<file path="config.mk">
export PLATFORM = sky130hd
export DESIGN_NAME = elevator_timer_ctrl
export DESIGN_NICKNAME = d
export VERILOG_FILES = /design/src/rtl/elevator_timer_ctrl.sv
export SDC_FILE = /design/constraint.sdc
export NUM_CORES = 1
export LEC_CHECK = 0
export BUFFER_PORTS_ARGS = -buffer_cell sky130_fd_sc_hd__buf_2
export CAP_MARGIN = 20
export CORE_MARGIN = 2
export CORE_UTILIZATION = 52
export CTS_CLUSTER_DIAMETER = 200
export DETAILED_ROUTE_END_ITERATION = 6
export PLACE_DENSITY = 0.8
export SYNTH_ARGS = -nofsm -noshare
export SYNTH_HDL_FRONTEND = slang
export SYNTH_SLANG_ARGS = --single-unit
</file>
<file path="constraint.sdc">
create_clock -name clk -period 1.84 [get_ports clk]
set_input_delay 0.092 -clock clk [delete_from_list [all_inputs] [get_ports clk]]
set_output_delay 0.092 -clock clk [all_outputs]
set_load 0.05 [all_outputs]
</file>
<file path="src/rtl/elevator_timer_ctrl.sv">
// elevator_timer_ctrl
//   Shared timing controller for the elevator FSM. This module owns one
//   prescaler (pcnt) and one tick down-counter (remaining), and it
//   arbitrates that single timer between the door-hold requester and the
//   floor-travel requester. Each requester uses a level request/grant
//   handshake and receives a one-cycle done pulse when its timer expires.
//
// Parameters
//   DIV        system clocks per timer tick (>= 2)
//   DOOR_TICKS ticks loaded for a door grant   (1 .. 65535)
//   MOVE_TICKS ticks loaded for a travel grant (1 .. 65535)
//
// Optional feature
//   TIMER_PAUSE_EN : when defined, adds the `pause` input. While pause is
//                    high in RUN, the countdown is frozen.
//
// Ports
//   clk        in   system clock
//   rst        in   synchronous, active-high reset
//   req_door   in   door timer request (level)
//   req_move   in   travel timer request (level)
//   abort      in   cancel the running timer (acts only in RUN)
//   pause      in   freeze countdown (TIMER_PAUSE_EN only)
//   grant_door out  timer owned by the door requester
//   grant_move out  timer owned by the travel requester
//   busy       out  timer running
//   done_door  out  one-cycle door expiry pulse
//   done_move  out  one-cycle travel expiry pulse
//   tick       out  one-cycle pulse when the countdown decrements
//   remaining  out  ticks left in the current run
module elevator_timer_ctrl #(
    parameter int unsigned DIV        = 130208,
    parameter int unsigned DOOR_TICKS = 288,
    parameter int unsigned MOVE_TICKS = 480
) (
    input  logic        clk,
    input  logic        rst,
    input  logic        req_door,
    input  logic        req_move,
    input  logic        abort,
`ifdef TIMER_PAUSE_EN
    input  logic        pause,
`endif
    output logic        grant_door,
    output logic        grant_move,
    output logic        busy,
    output logic        done_door,
    output logic        done_move,
    output logic        tick,
    output logic [15:0] remaining
);

    localparam int unsigned    PW        = (DIV > 1) ? $clog2(DIV) : 1;
    localparam logic [PW-1:0]  PCNT_LAST = PW'(DIV - 1);
    localparam logic [15:0]    DOOR_LOAD = 16'(DOOR_TICKS);
    localparam logic [15:0]    MOVE_LOAD = 16'(MOVE_TICKS);

    typedef enum logic [1:0] {
        ST_IDLE,
        ST_RUN,
        ST_DONE
    } state_t;

    typedef enum logic {
        OWN_DOOR,
        OWN_MOVE
    } owner_t;

    state_t        state, state_nx;
    owner_t        owner, owner_nx;
    owner_t        last_served, last_nx;
    owner_t        pick;
    logic [PW-1:0] pcnt, pcnt_nx;
    logic [15:0]   rem_nx;
    logic          pause_i;
    logic          tick_i;

`ifdef TIMER_PAUSE_EN
    assign pause_i = pause;
`else
    assign pause_i = 1'b0;
`endif

    assign tick_i = (state == ST_RUN) && (pcnt == PCNT_LAST) && !pause_i;

    // ------------------------------------------------------------------
    // State register
    // ------------------------------------------------------------------
    always_ff @(posedge clk) begin
        if (rst) begin
            state       <= ST_IDLE;
            owner       <= OWN_DOOR;
            last_served <= OWN_MOVE;  // door wins the first tie
            pcnt        <= '0;
            remaining   <= '0;
        end else begin
            state       <= state_nx;
            owner       <= owner_nx;
            last_served <= last_nx;
            pcnt        <= pcnt_nx;
            remaining   <= rem_nx;
        end
    end

    // ------------------------------------------------------------------
    // Next-state logic
    // ------------------------------------------------------------------
    always_comb begin
        state_nx = state;
        owner_nx = owner;
        last_nx  = last_served;
        pcnt_nx  = pcnt;
        rem_nx   = remaining;
        pick     = OWN_DOOR;

        case (state)
            ST_IDLE: begin
                if (req_door || req_move) begin
                    // Round-robin: on a tie, the requester not served last wins.
                    if (req_door && (!req_move || last_served == OWN_MOVE))
                        pick = OWN_DOOR;
                    else
                        pick = OWN_MOVE;
                    state_nx = ST_RUN;
                    owner_nx = pick;
                    last_nx  = pick;
                    pcnt_nx  = '0;
                    rem_nx   = (pick == OWN_DOOR) ? DOOR_LOAD : MOVE_LOAD;
                end
            end

            ST_RUN: begin
                // Abort outranks a same-cycle final tick.
                if (abort) begin
                    state_nx = ST_IDLE;
                    pcnt_nx  = '0;
                    rem_nx   = '0;
                end else if (!pause_i) begin
                    pcnt_nx = (pcnt == PCNT_LAST) ? '0 : pcnt + PW'(1);
                    if (tick_i) begin
                        rem_nx = remaining - 16'd1;
                        if (remaining == 16'd1) begin
                            state_nx = ST_DONE;
                            pcnt_nx  = '0;
                        end
                    end
                end
            end

            ST_DONE: begin
                state_nx = ST_IDLE;
            end

            default: begin
                state_nx = ST_IDLE;
                pcnt_nx  = '0;
                rem_nx   = '0;
            end
        endcase
    end

    // ------------------------------------------------------------------
    // Outputs: decoded from registered state/owner only (tick also
    // honours pause, which has to gate the decrement in the same cycle).
    // ------------------------------------------------------------------
    assign busy       = (state == ST_RUN);
    assign grant_door = (state == ST_RUN)  && (owner == OWN_DOOR);
    assign grant_move = (state == ST_RUN)  && (owner == OWN_MOVE);
    assign done_door  = (state == ST_DONE) && (owner == OWN_DOOR);
    assign done_move  = (state == ST_DONE) && (owner == OWN_MOVE);
    assign tick       = tick_i;

    // ------------------------------------------------------------------
    // Internal consistency properties
    // ------------------------------------------------------------------
    a_grant_onehot: assert property (@(posedge clk) disable iff (rst)
        !(grant_door && grant_move));

    a_run_nonzero: assert property (@(posedge clk) disable iff (rst)
        busy |-> (remaining != 16'd0));

    a_done_single: assert property (@(posedge clk) disable iff (rst)
        (done_door || done_move) |=> !(done_door || done_move));

endmodule

</file>
# After elaboration in Yosys (flattened, before gate mapping)
# Index checks and enable logic that the tools add are counted.
dict set report op_classes {
  multipliers 0
  n_reduce_logical 14
  n_lt_le_gt_ge 0
  n_eq_ne 7
  shifts 0
  div 0
  bitwise 2
  n_addsub 2
  mux 19
}
# op n
set ops {}
lappend ops {{$mux W17} 5}
lappend ops {{$pmux W17 S3} 1}
lappend ops {{$mux W16} 3}
lappend ops {{$pmux W16 S3} 1}
lappend ops {{$add A17 B1 Y17 const B} 1}
lappend ops {{$eq A17 B17 Y1 const B} 1}
lappend ops {{$eq A16 B1 Y1 const B} 1}
lappend ops {{$sub A16 B1 Y16 const B} 1}
lappend ops {{$mux W2} 4}
lappend ops {{$mux W8} 1}
lappend ops {{$logic_and A1 B1 Y1} 6}
lappend ops {{$ne A3 B2 Y1 const B} 2}
lappend ops {{$reduce_and A3 Y1} 2}
lappend ops {{$pmux W2 S2} 1}
lappend ops {{$reduce_and A2 Y1} 2}
lappend ops {{$mux W1} 3}
lappend ops {{$eq A2 B1 Y1 const B} 1}
lappend ops {{$eq A2 B2 Y1 const B} 1}
lappend ops {{$logic_not A2 Y1} 1}
lappend ops {{$logic_or A1 B1 Y1} 2}
lappend ops {{$ne A2 B2 Y1 const B} 1}
lappend ops {{$not A1 Y1} 2}
lappend ops {{$logic_not A1 Y1} 1}
dict set report totals {
  latch_bits 0
  output_inout_bits 22
  n_memories 0
  reg_bits 37
  rom_bits 0
  mem_bits_rw 0
  wordCells 49
}

# Logic depth before layout (Yosys ltp)
# Gate-level depths: netlist of run 1.
dict set report logic_depth {
  ltp_word 9
  ltp_mapped 8
  mapped_depth_nobuf 7
}

# Worst setup path after synthesis of run 1
# OpenSTA, ideal clock, no wires.
dict set report synth_path {
  path_type {register to register}
  startpoint {reg remaining[1]}
  endpoint {reg remaining[12]}
  synth_period_minus_slack_ns 2.210
  path_stages_with_launch 8
  arrival_time_ns 2.140
  slack_ns -0.370
  setup_ns 0.070
  t_required_ns 1.770
  cell_sequence {dfxtp_1 > inv_1 > ha_1 > or3b_2 > nor4_1 > o211ai_1 > or3_1 > a21oi_1}
}
dict set report synth_between {
  elab_chain_len 4
}
# item line_no
set synth_lines {}
lappend synth_lines {{start: declaration} 50} ;# output logic [15:0] remaining
lappend synth_lines {{start signal: assignment} 101} ;# remaining <= rem_nx;
lappend synth_lines {{$sub A16 B1 Y16} 141} ;# rem_nx = remaining - 16'd1;
lappend synth_lines {{$mux W16} 140} ;# if (tick_i) begin
lappend synth_lines {{$mux W16} 134} ;# if (abort) begin
lappend synth_lines {{$pmux W16 S3} 116} ;# case (state)
# No other way between the ends. The select of a mux whose other input is x is not followed.
# A chain may end at the register's enable or synchronous reset.

# Final worst setup path of run 1
dict set report layout_path {
  startpoint {reg pcnt[0]}
  endpoint {reg remaining[14]}
}
dict set report layout_between {
  elab_chain_len 4
}
# item line_no
set layout_lines {}
lappend layout_lines {{start: declaration} 73} ;# logic [PW-1:0] pcnt, pcnt_nx;
lappend layout_lines {{start signal: assignment} 100} ;# pcnt <= pcnt_nx;
lappend layout_lines {{$eq A17 B17 Y1} 84} ;# assign tick_i = (state == ST_RUN) && (pcnt == PCNT_LAST) && !pause_i;
lappend layout_lines {{$logic_and A1 B1 Y1} 84}
lappend layout_lines {{$ne A3 B2 Y1 (no line)} --}
lappend layout_lines {{$reduce_and A3 Y1 (no line)} --}
# No other way between the ends.

==> impl_metrics.env, run 1 <==
export IMPL_n_antenna_cell=0
export IMPL_p_leak_nw=1.210
export IMPL_multiInputGateArea_um2=1498
export IMPL_synthFlopType="dfxtp_1"
export IMPL_dr_pass1_iters=5
export IMPL_pin_count=27
export IMPL_drc_errors=0
export IMPL_synth_top_cell_by_area="dfxtp_1"
export IMPL_gr_total_overflow=0
export IMPL_gp_congestion=0.9295
export IMPL_outcome="finished, violations left"
export IMPL_fin_ws_ns=-0.2825
export IMPL_ys_warn_count=0
export IMPL_fin_nets=353
export IMPL_clock_sinks=37
export IMPL_violations="negative setup slack"
export IMPL_cts_htree_levels=2
export IMPL_dp_hpwl_um=4484
export IMPL_synth_most_common_cell="dfxtp_1"
export IMPL_syn_inst=263
export IMPL_vdd_drop_max_v=0.0005315
export IMPL_synth_edf_count=0
export IMPL_via_count=2506
export IMPL_clkLatencyLatePin_ns=0.30
export IMPL_avgSynthCellArea_um2=7.864
export IMPL_power_density_nw_per_um2=668.7
export IMPL_track_usage_pct=32.24
export IMPL_maxSlewHeadroom_pct=62.39
export IMPL_ys_types=50
export IMPL_async_flop_share_pct=0
export IMPL_path_max_fanout=3
export IMPL_cts_buffers=5
export IMPL_core_area_um2=3744
export IMPL_die_y_um=67.07
export IMPL_finalSetupViolations=33
export IMPL_fmax_mhz=471.1
export IMPL_wl_um=7261
export IMPL_netlist_area_leader_share_pct=35.81
export IMPL_cap_violations=0
export IMPL_rsz0062_at_grt="yes"
export IMPL_power_frac_clock_pct=29.7
export IMPL_worst_setup_path_end_kind="flop"
export IMPL_start_kind="flop"
export IMPL_ctsHoldBuffers=0
export IMPL_switching_power_mw=0.6751
export IMPL_yosys_register_bits=37
export IMPL_antenna_left=0
export IMPL_holdCritPathClass="in2reg"
export IMPL_rows=22
export IMPL_syn_nets=271
export IMPL_cts_root_buf="clkbuf_8"
export IMPL_worstPathRequired_ns=2.04
export IMPL_drive_gt1_share_pct=42.20
export IMPL_wl_per_cell_um=18.43
export IMPL_dieWidth_um=67.07
export IMPL_tightest_slew_ns=0.5621
export IMPL_grt_max_degree=33
export IMPL_n_fill_cell=231
export IMPL_seqCellArea_um2=755.7
export IMPL_arrival_ns=2.32
export IMPL_initial_core_util_pct=55.25
export IMPL_clock_tree_buffer_depth=2
export IMPL_antenna_found_initial=0
export IMPL_power_mw=2.035
export IMPL_syn_area_um2=2068
export IMPL_crit_type="reg2reg"
export IMPL_clk_pin_slew_worst_paths_ns=0.08
export IMPL_fin_util_pct=81.32
export IMPL_synth_area_top_cells="dfxtp_1, a21oi_1, nor2_1"
export IMPL_yosysSeqAreaShare_pct=35.81
export IMPL_timing_hold_violations_final=0
export IMPL_skew_ns=0.008212
export IMPL_period_share_pct=115.4
export IMPL_netlist_top_cells_count="dfxtp_1, nor2_1, a21oi_1"
export IMPL_seqPwrFrac_pct=42.0
export IMPL_die_area_um2=4498
export IMPL_p_comb_share_pct=28.3
export IMPL_vias_per_cell=6.360
export IMPL_tritoncts="done"
export IMPL_slew_violations=0
export IMPL_internal_power_mw=1.360
export IMPL_drt_iter0_drc=303
export IMPL_swShare_pct=33.16
export IMPL_grt_pass1_wl_um=10700
export IMPL_period_needed_ns=2.123
export IMPL_grt_pass1_vias=2279
export IMPL_portBuffers=26
export IMPL_area_growth_pct=47.19
-- layout make-up --
class / count / share of cell area (%)
inverter: 5 / 0.7809
clock buffer: 8 / 2.959
tap: 48 / 1.973
sequential: 37 / 24.83
multi-input combinational: 209 / 49.20
timing repair buffer: 87 / 20.26
-- layer usage --
metal  vias up  wire, um  global-route usage (%)
li1       1136         -                       -
met1      1185      2813                   36.89
met2       149      3587                   56.68
met3        36       583                   7.432
met4         0       275                   13.78
met5         -         0                       0
-- power by group through the flow --
stage          Clock (mW)  Combinational, mW  Sequential (mW)
6_report            0.604              0.576            0.855
2_1_floorplan           0              0.266            0.940
3_5_place_dp            0              0.505            0.870
5_1_grt             0.644              0.604            0.858
3_3_place_gp            0              0.490            0.868
4_1_cts             0.600              0.532            0.851
-- critical path, cell delays in order, from the launching register on --
cell and delay [ns]:
dfxtp_2 0.37, ha_4 0.14, nand4_1 0.15, buf_4 0.19, nor4_4 0.28, buf_4 0.18
o211ai_1 0.16, buf_4 0.20, o21a_1 0.15, o21ba_2 0.19
-- sequential cells by signal, indices dropped and copies added (netlist names) --
name / cells
state: 2
last_served: 1
owner: 1
remaining: 16
pcnt: 17
-- cell families after synthesis --
family | Yosys count | synth area share, %
AND/OR/NAND/NOR | 122 | 32.12
AO/OA/AOI/OAI | 73 | 22.20
flip-flops | 37 | 35.81
buffers and inverters | 17 | 3.206
XOR/XNOR | 8 | 3.388
multiplexers | 3 | 1.452
adder cells (fa/ha/maj) | 3 | 1.815
-- what timing repair did --
item,CTS,global route
endpoints found under the setup margin,31,35
buffers inserted,3,4
gates resized for setup,39,14
pin swaps,18,11
-- stage by stage --
stage / hold slack (ns) / area (um2) / cells / TNS (ns) / setup WS, ns
after floorplan: 0.2695 / 2171 / 263 / -0.4409 / -0.1127
after global placement: 0.4303 / 2714 / 379 / -1.392 / -0.1543
after detailed placement: 0.4487 / 2714 / 379 / -3.064 / -0.2234
after CTS: 0.1424 / 2955 / 390 / -4.019 / -0.2633
after global routing: 0.1457 / 3044 / 394 / -5.759 / -0.3389
final: 0.1382 / 3044 / 394 / -4.038 / -0.2825
-- path summary, 6_finish.rpt --
path | startpoint | end | slack, ns | depth (start not counted)
setup / recovery | pcnt[0] | remaining[14] | -0.28 | 9
hold reg to reg | pcnt[15] | pcnt[15] | 0.51 | 2
hold / removal | req_door | last_served | 0.14 | 3
setup reg to reg | pcnt[0] | remaining[14] | -0.28 | 9
-- cells in the final DEF, fill, tap and decap left out, drive strengths merged, types with 3 or more instances in the layout --
cell / count
nor4: 5
or3b: 3
or3: 6
xnor2: 6
clkbuf: 8
nand2: 17
nor2: 31
ha: 3
nor3: 14
a31oi: 6
nand4: 8
a21oi: 24
o21bai: 4
nand2b: 4
a211oi: 5
or2: 4
inv: 5
dfxtp: 37
and2: 5
buf: 87
nand3: 7
mux2i: 3
o21ai: 19
or4: 5
No activity file was read; power rests on OpenSTA's default activity.
==> run 2, diff against run 1 <==
--- a/config.mk
+++ b/config.mk
@@ -11,6 +11,7 @@
 export CORE_UTILIZATION = 52
 export CTS_CLUSTER_DIAMETER = 200
 export DETAILED_ROUTE_END_ITERATION = 6
+export MAX_ROUTING_LAYER = met4
 export PLACE_DENSITY = 0.8
 export SYNTH_ARGS = -nofsm -noshare
 export SYNTH_HDL_FRONTEND = slang
==> run 2 against run 1 <==
- the flow still finishes with violations (negative setup slack)
- non-clock buffer count increased by 7
- worst hold slack got worse by 0.0082 ns
- sequential power about the same
- first-iteration DRC count increased by 21%
- clock skew increased by 0.00067 ns
- total power increased by 5.8%
- register-to-register slack got worse by 0.03 ns
- final area increased by 7.9%
- count of clock-buffer cells in the layout decreased by 1
- clock power increased by 9.3%
- critical path type is now reg2out
- highest routed layer unchanged
==> impl_metrics.env, run 2 (same netlist as run 1, synthesis figures left out) <==
export IMPL_outcome="finished, violations left"
export IMPL_violations="negative setup slack"
export IMPL_grt_pass1_vias=2419
export IMPL_gp_congestion=0.9846
export IMPL_fin_ws_ns=-0.3401
export IMPL_fin_area_um2=3284
export IMPL_drc_errors=0
export IMPL_area_growth_pct=58.80
export IMPL_track_usage_pct=35.12
export IMPL_pin_count=27
export IMPL_cap_violations=0
export IMPL_gr_total_overflow=0
export IMPL_drive_gt1_share_pct=48.16
export IMPL_portBuffers=26
export IMPL_wl_um=8573
export IMPL_vias_per_cell=6.638
export IMPL_tightest_slew_ns=0.8139
export IMPL_top_regs="pcnt (17), remaining (16), state (2)"
export IMPL_p_leak_nw=1.294
export IMPL_cts_buffers=5
export IMPL_power_frac_clock_pct=30.6
export IMPL_fin_cells=401
export IMPL_worstPathRequired_ns=1.75
export IMPL_whs_endpoint="last_served"
export IMPL_path_max_fanout=3
export IMPL_drt_iter0_drc=366
export IMPL_hold_ws_ns=0.1301
export IMPL_regMostFlops="pcnt"
export IMPL_tritoncts="done"
export IMPL_r2r_end="remaining[13]"
export IMPL_n_fill_cell=181
export IMPL_ctsHoldBuffers=0
export IMPL_worstHoldPathCells=3
export IMPL_clk_pin_slew_worst_paths_ns=0.08
export IMPL_dr_pass1_iters=5
export IMPL_dp_slack_ns=-0.1882
export IMPL_dpl_cell_area_um2=2721
export IMPL_cts_htree_levels=2
export IMPL_p_comb_share_pct=29.6
export IMPL_rr_startpoint="pcnt[16]"
export IMPL_holdCritPathClass="in2reg"
export IMPL_die_y_um=67.07
export IMPL_cts_root_buf="clkbuf_8"
export IMPL_largest_register_ffs=17
export IMPL_mostFrequentLayoutCell="buf_4"
export IMPL_worst_setup_path_end_kind="output pin"
export IMPL_clkLatencyLatePin_ns=0.31
export IMPL_vdd_drop_max_v=0.0007109
export IMPL_swShare_pct=34.15
export IMPL_r2r_cells=5
export IMPL_wl_per_cell_um=21.38
export IMPL_period_share_pct=118.5
export IMPL_clock_sinks=37
export IMPL_skew_ns=0.008885
export IMPL_power_density_nw_per_um2=655.9
export IMPL_grt_max_degree=33
export IMPL_rows=22
export IMPL_switching_power_mw=0.7357
export IMPL_min_delay_start="req_door"
export IMPL_grt_pass1_wl_um=11390
export IMPL_antenna_found_initial=0
export IMPL_placed_cells=380
export IMPL_finalSetupViolations=35
export IMPL_dieWidth_um=67.07
export IMPL_initial_core_util_pct=55.25
export IMPL_core_area_um2=3744
export IMPL_slew_violations=0
export IMPL_via_count=2662
export IMPL_maxSlewHeadroom_pct=45.25
export IMPL_antenna_left=0
export IMPL_timing_hold_violations_final=0
export IMPL_seqCellArea_um2=755.7
export IMPL_rrSetupSlack_ns=-0.31
export IMPL_period_needed_ns=2.180
export IMPL_start_kind="flop"
export IMPL_fin_nets=360
export IMPL_clock_tree_buffer_depth=2
export IMPL_multiInputGateArea_um2=1614
export IMPL_seqPwrFrac_pct=39.7
export IMPL_rsz0062_at_grt="yes"
export IMPL_internal_power_mw=1.419
export IMPL_fmax_mhz=458.7
export IMPL_crit_type="reg2out"
export IMPL_die_area_um2=4498
export IMPL_arrival_ns=2.09
export IMPL_n_antenna_cell=0
export IMPL_layout_common_cells="buf_4, dfxtp_1, nor2_1"
export IMPL_dp_hpwl_um=4121
[run 2: changes by cell type in the layout (fill, tap and decap cells not counted), moves of 2 or more]
cell,previous run,this run
nor3_2,3,5
clkbuf_1,2,0
a21oi_1,17,14
nor4_4,2,5
nor3_1,10,7
nor4_2,3,0
nor2_1,30,28
o21ai_0,7,5
buf_6,5,9
o21ai_2,2,5
a21oi_2,7,9
buf_12,0,2
nor2_2,0,2
[run 2: stage by stage]
step	setup TNS, ns	power [mW]	utilization (%)
after floorplan	-0.4409	1.206	-
after global placement	-1.172	1.363	72.69
after detailed placement	-2.196	1.373	72.69
after CTS	-3.891	2.048	81.82
after global routing	-7.471	2.219	87.73
final	-6.645	2.154	87.73
[run 2: worst max path at each step]
stage	cells after the start	endpoint	startpoint
after CTS	6	tick	pcnt[6]
after global routing	6	tick	pcnt[16]
after floorplan	5	remaining[13]	pcnt[6]
after detailed placement	5	remaining[11]	pcnt[5]
after global placement	6	pcnt[13]	pcnt[9]
final	6	tick	pcnt[16]
[run 2: final cells by class]
class	instances	share of cell area, %
flip-flops and latches	37	23.01
clock inverters	1	0.1524
well taps	48	1.829
repair buffers	94	22.21
multi-input cells	209	49.14
inverters	5	0.7238
clock buffers	7	2.933
[run 2: power groups by stage]
stage | Combinational, mW | Sequential (mW) | Clock [mW]
after detailed placement | 0.504 | 0.870 | 0
after CTS | 0.541 | 0.852 | 0.655
after floorplan | 0.266 | 0.940 | 0
final | 0.638 | 0.856 | 0.660
after global placement | 0.495 | 0.868 | 0
after global routing | 0.662 | 0.859 | 0.698
[run 2: routing by layer]
layer  vias to the layer above  wire [um]  global-route usage, %
li1                       1154          -                      -
met1                      1231       3248                  40.87
met2                       222       4032                  53.96
met3                        55        770                  10.64
met4                         0        522                  19.13
met5                         -          0                      -
[run 2: what timing repair did]
action / in CTS / in global routing
buffers inserted: 6 / 9
endpoints found under the setup margin: 31 / 35
pin swaps: 26 / 29
gates cloned: 1 / 0
resized for setup: 47 / 40
[run 2: critical path, stage by stage, from the launching register on]
cell     delay, ns
dfxtp_1       0.40
or4b_4        0.54
nor4_4        0.25
buf_4         0.21
buf_6         0.10
and2_4        0.14
buf_8         0.14
